[src/rtl/mac_writeback_pkg.sv]
// Shared types and helpers for the MAC writeback stage.
//   wb_state_t : job FSM states
//   wb_entry_t : one buffered memory write (address + processed data)
//   sat_relu() : optional ReLU followed by signed saturation to out_w bits
package mac_writeback_pkg;

  typedef enum logic [1:0] {
    IDLE  = 2'd0,
    RUN   = 2'd1,
    DRAIN = 2'd2,
    DONE  = 2'd3
  } wb_state_t;

  // Fields sized for the widest supported configuration (32-bit address,
  // 32-bit data); the top narrows them back to ADDR_WIDTH / OUT_WIDTH.
  typedef struct packed {
    logic [31:0] addr;
    logic [31:0] data;
  } wb_entry_t;

  function automatic logic signed [31:0] sat_relu(
    input logic signed [31:0] v,
    input logic               relu,
    input int unsigned        out_w
  );
    logic signed [31:0] hi;
    logic signed [31:0] lo;
    logic signed [31:0] r;
    hi = (32'sd1 <<< (out_w - 1)) - 32'sd1;
    lo = -hi - 32'sd1;
    r  = v;
    if (relu && (r < 32'sd0)) r = 32'sd0;
    if (r > hi)      r = hi;
    else if (r < lo) r = lo;
    return r;
  endfunction

endpackage

[src/rtl/wb_fifo.sv]
// Result buffer between the MAC and the output memory port.
// Ports:
//   clk, rst_in      : clock, synchronous active-high reset
//   push, din        : write din at the tail (ignored when full)
//   pop              : drop the head entry (ignored when empty)
//   head             : current head entry
//   full, empty      : occupancy flags
//   count            : number of entries held
module wb_fifo #(
  parameter int unsigned WIDTH = 64,
  parameter int unsigned DEPTH = 4
) (
  input  logic                     clk,
  input  logic                     rst_in,
  input  logic                     push,
  input  logic [WIDTH-1:0]         din,
  input  logic                     pop,
  output logic [WIDTH-1:0]         head,
  output logic                     full,
  output logic                     empty,
  output logic [$clog2(DEPTH):0]   count
);

  localparam int unsigned PTR_W = $clog2(DEPTH);

  logic [WIDTH-1:0] mem_q [DEPTH];
  logic [PTR_W-1:0] wr_ptr_q;
  logic [PTR_W-1:0] rd_ptr_q;
  logic [PTR_W:0]   count_q;
  logic             do_push;
  logic             do_pop;

  assign full    = (count_q == (PTR_W+1)'(DEPTH));
  assign empty   = (count_q == '0);
  assign count   = count_q;
  assign head    = mem_q[rd_ptr_q];
  assign do_push = push && !full;
  assign do_pop  = pop && !empty;

  // Storage is cleared on reset so the memory port reads 0 out of reset.
  always_ff @(posedge clk) begin
    if (rst_in) begin
      wr_ptr_q <= '0;
      rd_ptr_q <= '0;
      count_q  <= '0;
      for (int i = 0; i < int'(DEPTH); i++) mem_q[i] <= '0;
    end else begin
      if (do_push) begin
        mem_q[wr_ptr_q] <= din;
        wr_ptr_q        <= wr_ptr_q + 1'b1;
      end
      if (do_pop) rd_ptr_q <= rd_ptr_q + 1'b1;
      count_q <= count_q + (PTR_W+1)'(do_push) - (PTR_W+1)'(do_pop);
    end
  end

endmodule

[src/rtl/mac_writeback.sv]
// Writeback stage behind the 3-tap MAC: ReLU/saturate each result, buffer it,
// and write it to output memory over valid/ready. A start/done job interface
// counts total_count results and pulses done after the last write is taken.
// Ports:
//   clk, rst_in                      : clock, synchronous active-high reset
//   start, base_addr, total_count,
//   relu_en                          : job launch and config (sampled in IDLE)
//   mac_valid, mac_ready, mac_out,
//   mac_ch                           : result input, mac_ready gates the MAC
//   mem_valid, mem_ready, mem_addr,
//   mem_wdata                        : memory write port
//   busy, done                       : job status
//
// state | meaning
// IDLE  | waiting for start; config registers hold last job
// RUN   | accepting results until total_count have been taken
// DRAIN | no more accepts; emptying the FIFO to memory
// DONE  | one-cycle completion pulse on done
module mac_writeback
  import mac_writeback_pkg::*;
#(
  parameter int unsigned IN_WIDTH   = 16,
  parameter int unsigned OUT_WIDTH  = 8,
  parameter int unsigned ADDR_WIDTH = 16,
  parameter int unsigned FIFO_DEPTH = 4
) (
  input  logic                        clk,
  input  logic                        rst_in,
  input  logic                        start,
  input  logic [ADDR_WIDTH-1:0]       base_addr,
  input  logic [31:0]                 total_count,
  input  logic                        relu_en,
  input  logic                        mac_valid,
  output logic                        mac_ready,
  input  logic signed [IN_WIDTH-1:0]  mac_out,
  input  logic [31:0]                 mac_ch,
  output logic                        mem_valid,
  input  logic                        mem_ready,
  output logic [ADDR_WIDTH-1:0]       mem_addr,
  output logic [OUT_WIDTH-1:0]        mem_wdata,
  output logic                        busy,
  output logic                        done
);

  localparam int unsigned CNT_W = $clog2(FIFO_DEPTH) + 1;

  wb_state_t             state_q;
  logic [ADDR_WIDTH-1:0] base_q;
  logic [31:0]           total_q;
  logic [31:0]           accepted_q;
  logic                  relu_q;
  logic                  done_q;

  logic                  fifo_full;
  logic                  fifo_empty;
  logic [CNT_W-1:0]      fifo_count;
  wb_entry_t             push_entry;
  wb_entry_t             head_entry;
  logic                  accept;
  logic                  pop;
  logic                  last_accept;
  logic                  drain_done;

  // The count gate keeps a zero-length job from taking anything during its
  // single RUN cycle; it depends on registers only, never on mem_ready.
  assign mac_ready   = (state_q == RUN) && !fifo_full && (accepted_q != total_q);
  assign accept      = mac_valid && mac_ready;
  assign mem_valid   = !fifo_empty;
  assign pop         = mem_valid && mem_ready;
  assign last_accept = accept && ((accepted_q + 32'd1) == total_q);
  // Look ahead to the FIFO state after this edge so done follows the last
  // write by exactly one cycle.
  assign drain_done  = fifo_empty || ((fifo_count == CNT_W'(1)) && pop);

  assign mem_addr  = ADDR_WIDTH'(head_entry.addr);
  assign mem_wdata = OUT_WIDTH'(head_entry.data);
  assign busy      = (state_q != IDLE);
  assign done      = done_q;

  always_comb begin
    push_entry      = '0;
    push_entry.addr = 32'(base_q + ADDR_WIDTH'(mac_ch));
    push_entry.data = sat_relu(32'(mac_out), relu_q, OUT_WIDTH);
  end

  wb_fifo #(
    .WIDTH ($bits(wb_entry_t)),
    .DEPTH (FIFO_DEPTH)
  ) u_fifo (
    .clk    (clk),
    .rst_in (rst_in),
    .push   (accept),
    .din    (push_entry),
    .pop    (pop),
    .head   (head_entry),
    .full   (fifo_full),
    .empty  (fifo_empty),
    .count  (fifo_count)
  );

  always_ff @(posedge clk) begin
    if (rst_in) begin
      state_q    <= IDLE;
      base_q     <= '0;
      total_q    <= '0;
      relu_q     <= 1'b0;
      accepted_q <= '0;
      done_q     <= 1'b0;
    end else begin
      done_q <= 1'b0;
      if (accept) accepted_q <= accepted_q + 32'd1;
      case (state_q)
        IDLE: begin
          if (start) begin
            base_q     <= base_addr;
            total_q    <= total_count;
            relu_q     <= relu_en;
            accepted_q <= '0;
            state_q    <= RUN;
          end
        end
        RUN: begin
          if (last_accept || (accepted_q == total_q)) state_q <= DRAIN;
        end
        DRAIN: begin
          if (drain_done) begin
            state_q <= DONE;
            done_q  <= 1'b1;
          end
        end
        DONE:    state_q <= IDLE;
        default: state_q <= IDLE;
      endcase
    end
  end

endmodule

[config.mk]
export PLATFORM = sky130hd
export DESIGN_NAME = mac_writeback
export DESIGN_NICKNAME = d
export VERILOG_FILES = /design/src/rtl/mac_writeback_pkg.sv /design/src/rtl/wb_fifo.sv /design/src/rtl/mac_writeback.sv
export SDC_FILE = /design/constraint.sdc
export NUM_CORES = 1
export LEC_CHECK = 0
export CAP_MARGIN = 20
export CORE_MARGIN = 1.5
export CORE_UTILIZATION = 25
export CTS_BUF_LIST = sky130_fd_sc_hd__clkbuf_8
export DETAILED_ROUTE_END_ITERATION = 16
export GPL_ROUTABILITY_DRIVEN = 0
export GPL_TIMING_DRIVEN = 0
export PLACE_DENSITY = 0.39
export SYNTH_ARGS = -nofsm -noshare
export SYNTH_HDL_FRONTEND = slang
export SYNTH_SLANG_ARGS = --single-unit
[constraint.sdc]
create_clock -name clk -period 8.8 [get_ports clk]
set_input_delay 0.88 -clock clk [delete_from_list [all_inputs] [get_ports clk]]
set_output_delay 0.88 -clock clk [all_outputs]
set_load 0.1 [all_outputs]
* Word-level counts from Yosys, hierarchy flattened
Memory sizes are Yosys's and may differ from the RTL's. A register that Yosys moved wholly into a read port is not among the register bits.
Cells that the tools add are included.
** Word-level totals
- Bits in registers :: 91
- Bits in latches :: 0
- RAM bits :: 196
- Bits in read-only memories :: 0
- Input port bits :: 102
- Logic and storage cells :: 72
- Memories :: 1
** Memories
- u_fifo.mem_q :: depth 4, bits a word 49, rd ports 1, clocked after memory_dff 1, wr ports 4, line wb_fifo.sv:26 : logic [WIDTH-1:0] mem_q [DEPTH];
** Operators by class
- $add $sub $neg :: 6
- Multipliers :: 0
- Div/mod/pow operators :: 0
- Order comparisons :: 3
- Equal/unequal tests :: 11
- Shifts and indexed selects :: 0
- Muxes and demuxes :: 21
- Bitwise operators :: 1
- Reduce and logical (&&, ||, !) cells :: 20
** Operator list (count)
- $mux W32 :: 6
- $eq A32 B32 Y1 :: 2
- $mux W49 :: 1
- $reduce_or A49 Y1 :: 1
- $add A32 B1 Y32 const B :: 1
- $gt A32 B8 Y1 const B :: 1
- $lt A32 B8 Y1 const B :: 1
- $ne A32 B32 Y1 :: 1
- $add A16 B16 Y17 :: 1
- $lt A16 B1 Y1 const B :: 1
- $mux W2 :: 6
- $logic_and A1 B1 Y1 :: 9
- $pmux W2 S4 :: 1
- $mux W1 :: 7
- $add A2 B1 Y2 const B :: 2
- $eq A2 B2 Y1 const B :: 2
- $ne A2 B2 Y1 const B :: 2
- $add A3 B1 Y3 :: 1
- $eq A3 B1 Y1 const B :: 1
- $eq A3 B3 Y1 const B :: 1
- $logic_not A3 Y1 :: 1
- $reduce_and A3 Y1 :: 1
- $sub A3 B1 Y3 :: 1
- $eq A2 B1 Y1 const B :: 1
- other kinds (8) :: 10

* Depth between registers and ports, before layout
- Depth in word-level cells :: 11
- Depth in mapped cells :: 11
- Depth with buffers taken out :: 10

* Modules after synthesis
A second synthesis with hierarchy kept.
** Second synthesis, totals
- Cell total of the unflattened synthesis :: 1384
- Area total of the unflattened synthesis :: 16893.7 um^2
** Modules (own cells, without submodules)
- wb_fifo :: instances 1, cells each 667, area an instance 11388.4 um^2, seq. area each 7867.5 um^2
- mac_writeback :: instances 1, cells each 717, area an instance 5505.3 um^2, seq. area each 1681.6 um^2

* Worst setup path before layout
OpenSTA, ideal clock, no wires.
- Kind :: input to register
- Start :: input mac_valid
- End :: memory u_fifo.mem_q[3][0] (netlist bit), enable pin
- Setup time :: 0.438 ns
- Arrival time :: 3.468 ns
- Setup slack :: 4.894 ns
- Stages on the path :: 6
- Path buffers :: 2
- Path through :: and3_1 -> a21boi_1 -> buf_4 -> buf_6 -> nand2_1 -> o21ai_0
** RTL lines
- start: declaration :: line mac_writeback.sv:33 : input logic mac_valid,
- end: declaration :: line wb_fifo.sv:26

==> flow_metrics.tcl <==
set metrics [dict create \
    ys_async_sr_fraction 0 \
    setup-tns-final_ps 0 \
    worstSetupPathType "flop to output pin" \
    drt_iter0_drc 357 \
    synth_top_area_frac 0.285 \
    dieArea_um2 41700 \
    cts_tree "done" \
    dr.pass1.iters 5 \
    yosys-top-cells-area "edfxtp_1 28%, dfxtp_1 18%, mux4_2 5.3%" \
    synth_edf_count 96 \
    start_util 0.254 \
    hold_path_depth 2 \
    final_cell_mix "141 x nand2_1, 122 x nor2_1, 113 x clkdlybuf4s50_1" \
    clk_latency_ps 510 \
    grt_pass1_wl_um 48000 \
    min_period_ps 4590 \
    slowest_delay_ps 1020 \
    vias_per_cell 4.59 \
    worst_pin_slew_ps 1020 \
    drt-total-wl_um 31200 \
    r2r_cells 11 \
    status "finished, final reports clean" \
    drv_slew 0 \
    p_per_area_nw_per_um2 236 \
    worst_ep_required_time_ps 7920 \
    placed_cell_area_um2 12000 \
    diodes 0 \
    syn_area_um2 10100 \
    dp_hpwl_um 23400 \
    cts_made_buffers 17 \
    synth_compound_area_frac 0.0847 \
    nNetsFinal 1268 \
    core_um2 39800 \
    wl_per_cell_um 18.6 \
    max_freq_ghz 0.218 \
    synthesis.nets 1131 \
    yosys.area_share.simple 0.226 \
    drive_above_1_share 0.117 \
    num_rows 73 \
    arrival_ps 3710 \
    synth-xor-area-share 0.0848 \
    synthFlopType "edfxtp_1" \
    die_h_um 204 \
    grt_setup_unrepaired "false" \
    path_cells "clkbuf_1, buf_1, mux4_2, clkdlybuf4s50_1" \
    synth_fa_ha_area_frac 0.0311 \
    mostFrequentLayoutCell "nand2_1" \
    grt_overflow 0 \
    final_cell_area_um2 12500 \
    n_fill_cell 4280 \
    track_usage 0.155 \
    vdd_drop_max_mv 0.139 \
    cts-root-buf "clkbuf_8" \
    relSlewSlack 0.318 \
    finalSetupViolCount 0 \
    cts_setup_buffers 0 \
    period_share 0.522 \
    fin_skew_ps 23.8 \
    ys_seq_area_frac 0.469 \
    cts_hold_buf 0 \
    hold_path_class "flop to flop" \
    port_buffers 113 \
    hold_viol 0 \
    synth_top_family_by_area "simple AND/OR/NAND/NOR gates" \
    maxCapViolations 0 \
    area_growth_pct 23.1 \
    syn_avg_cell_area_um2 10.1 \
    start_kind "flop" \
    ant_nets 0 \
    crit_path_end_kind "output pin" \
    leakagePower_uw 0.00458 \
    clkTransAtPathRegs_ps 130 \
    clock_sinks 189 \
    synthCells 1005 \
    crit_fanout 10 \
    synth_cell_types 77 \
    worst_path_max_delay_cell "clkdlybuf4s50_1" \
    grt_max_degree 22 \
    die_w_um 204 \
    first_global_vias 7944 \
    ctsResizeCount 0 \
    num_vias 7713 \
    clockBufferDepth 2 \
    htreeDepth 4 \
    synth_mux_area_frac 0.0583 \
    antenna_found_initial 0 \
    drc 0 \
    yosysTopAreaCell "edfxtp_1" \
    io_pins 130 \
    ys_ff_latch 189 \
    yosys_warnings 0 \
]
## Yosys cell counts, types with 15 or more instances
cell and n:
inv_1 32, dfxtp_1 93, clkbuf_1 24, nand2_1 141
nor2_1 122, edfxtp_1 96, xor2_1 48, nor3_1 15
ha_1 22, nand3_1 35, mux4_2 24, xnor2_1 50
nand4_1 20, a21oi_1 72
## registers in the layout, indices dropped and copies added, names as in the netlist, named ones only
register and count:
u_fifo.mem_q 96, accepted_q 32, total_q 32, base_q 16
u_fifo.count 3, state_q 2, u_fifo.rd_ptr_q 2, u_fifo.wr_ptr_q 2
done 1, relu_q 1
## layout make-up
type | count | area [um^2] | area share
plain buffers | 58 | 345 | 0.0277
clock buffers | 17 | 234 | 0.0188
clock inverters | 15 | 174 | 0.0140
inverters | 32 | 120 | 0.00964
multi-input cells | 726 | 4930 | 0.396
flip-flops and latches | 189 | 4740 | 0.381
well taps | 525 | 657 | 0.0527
repair buffers | 118 | 1260 | 0.101
## worst max-delay path, delay by kind of cell, from the launching register on
family	cells	cell delay [ps]
buffers and inverters	3	2220
muxes	1	640
DFF	1	330
## cells by family after synthesis
kind of cell             count (synthesis)
AND/OR/NAND/NOR                        442
flip-flops                             189
AO/OA/AOI/OAI                          133
XOR/XNOR                                98
buffers and inverters                   90
multiplexers                            29
adder cells (fa/ha/maj)                 24
## path summary, 6_finish.rpt
kind	startpoint	end	slack [ps]
max	flop	mem_addr[14]	4210
min reg2reg	base_q[6]	base_q[6]	470
min	base_q[6]	base_q[6]	470
max reg2reg	accepted_q[28]	u_fifo.mem_q[0][7]	4820
## report_power, final
group / internal [uW] / switching, uW
registers: 1020 / 57.1
logic: 402 / 857
clock network: 220 / 391
total: 1640 / 1300
## layer usage
layer,routed length (um),vias up,share of wire,track usage
met1,14300,3741,0.46,0.201
met5,0,-,0,0
met2,15500,136,0.50,0.271
met3,1110,9,0.036,0.0255
met4,246,0,0.0079,0.0315
li1,-,3827,-,-
## stage by stage
stage               std cells  setup WS (ps)  total power, uW  hold WS [ps]   util
floorplan                1005           4890             1990           440      -
global placement         1643           1920             2360           450  0.299
detailed placement       1647           4470             2380           457  0.302
CTS                      1679           3950             3000           473  0.313
global route             1680           3900             3110           487  0.313
finish                   1680           4210             2940           470  0.313
(Power assumes the default switching activity.)
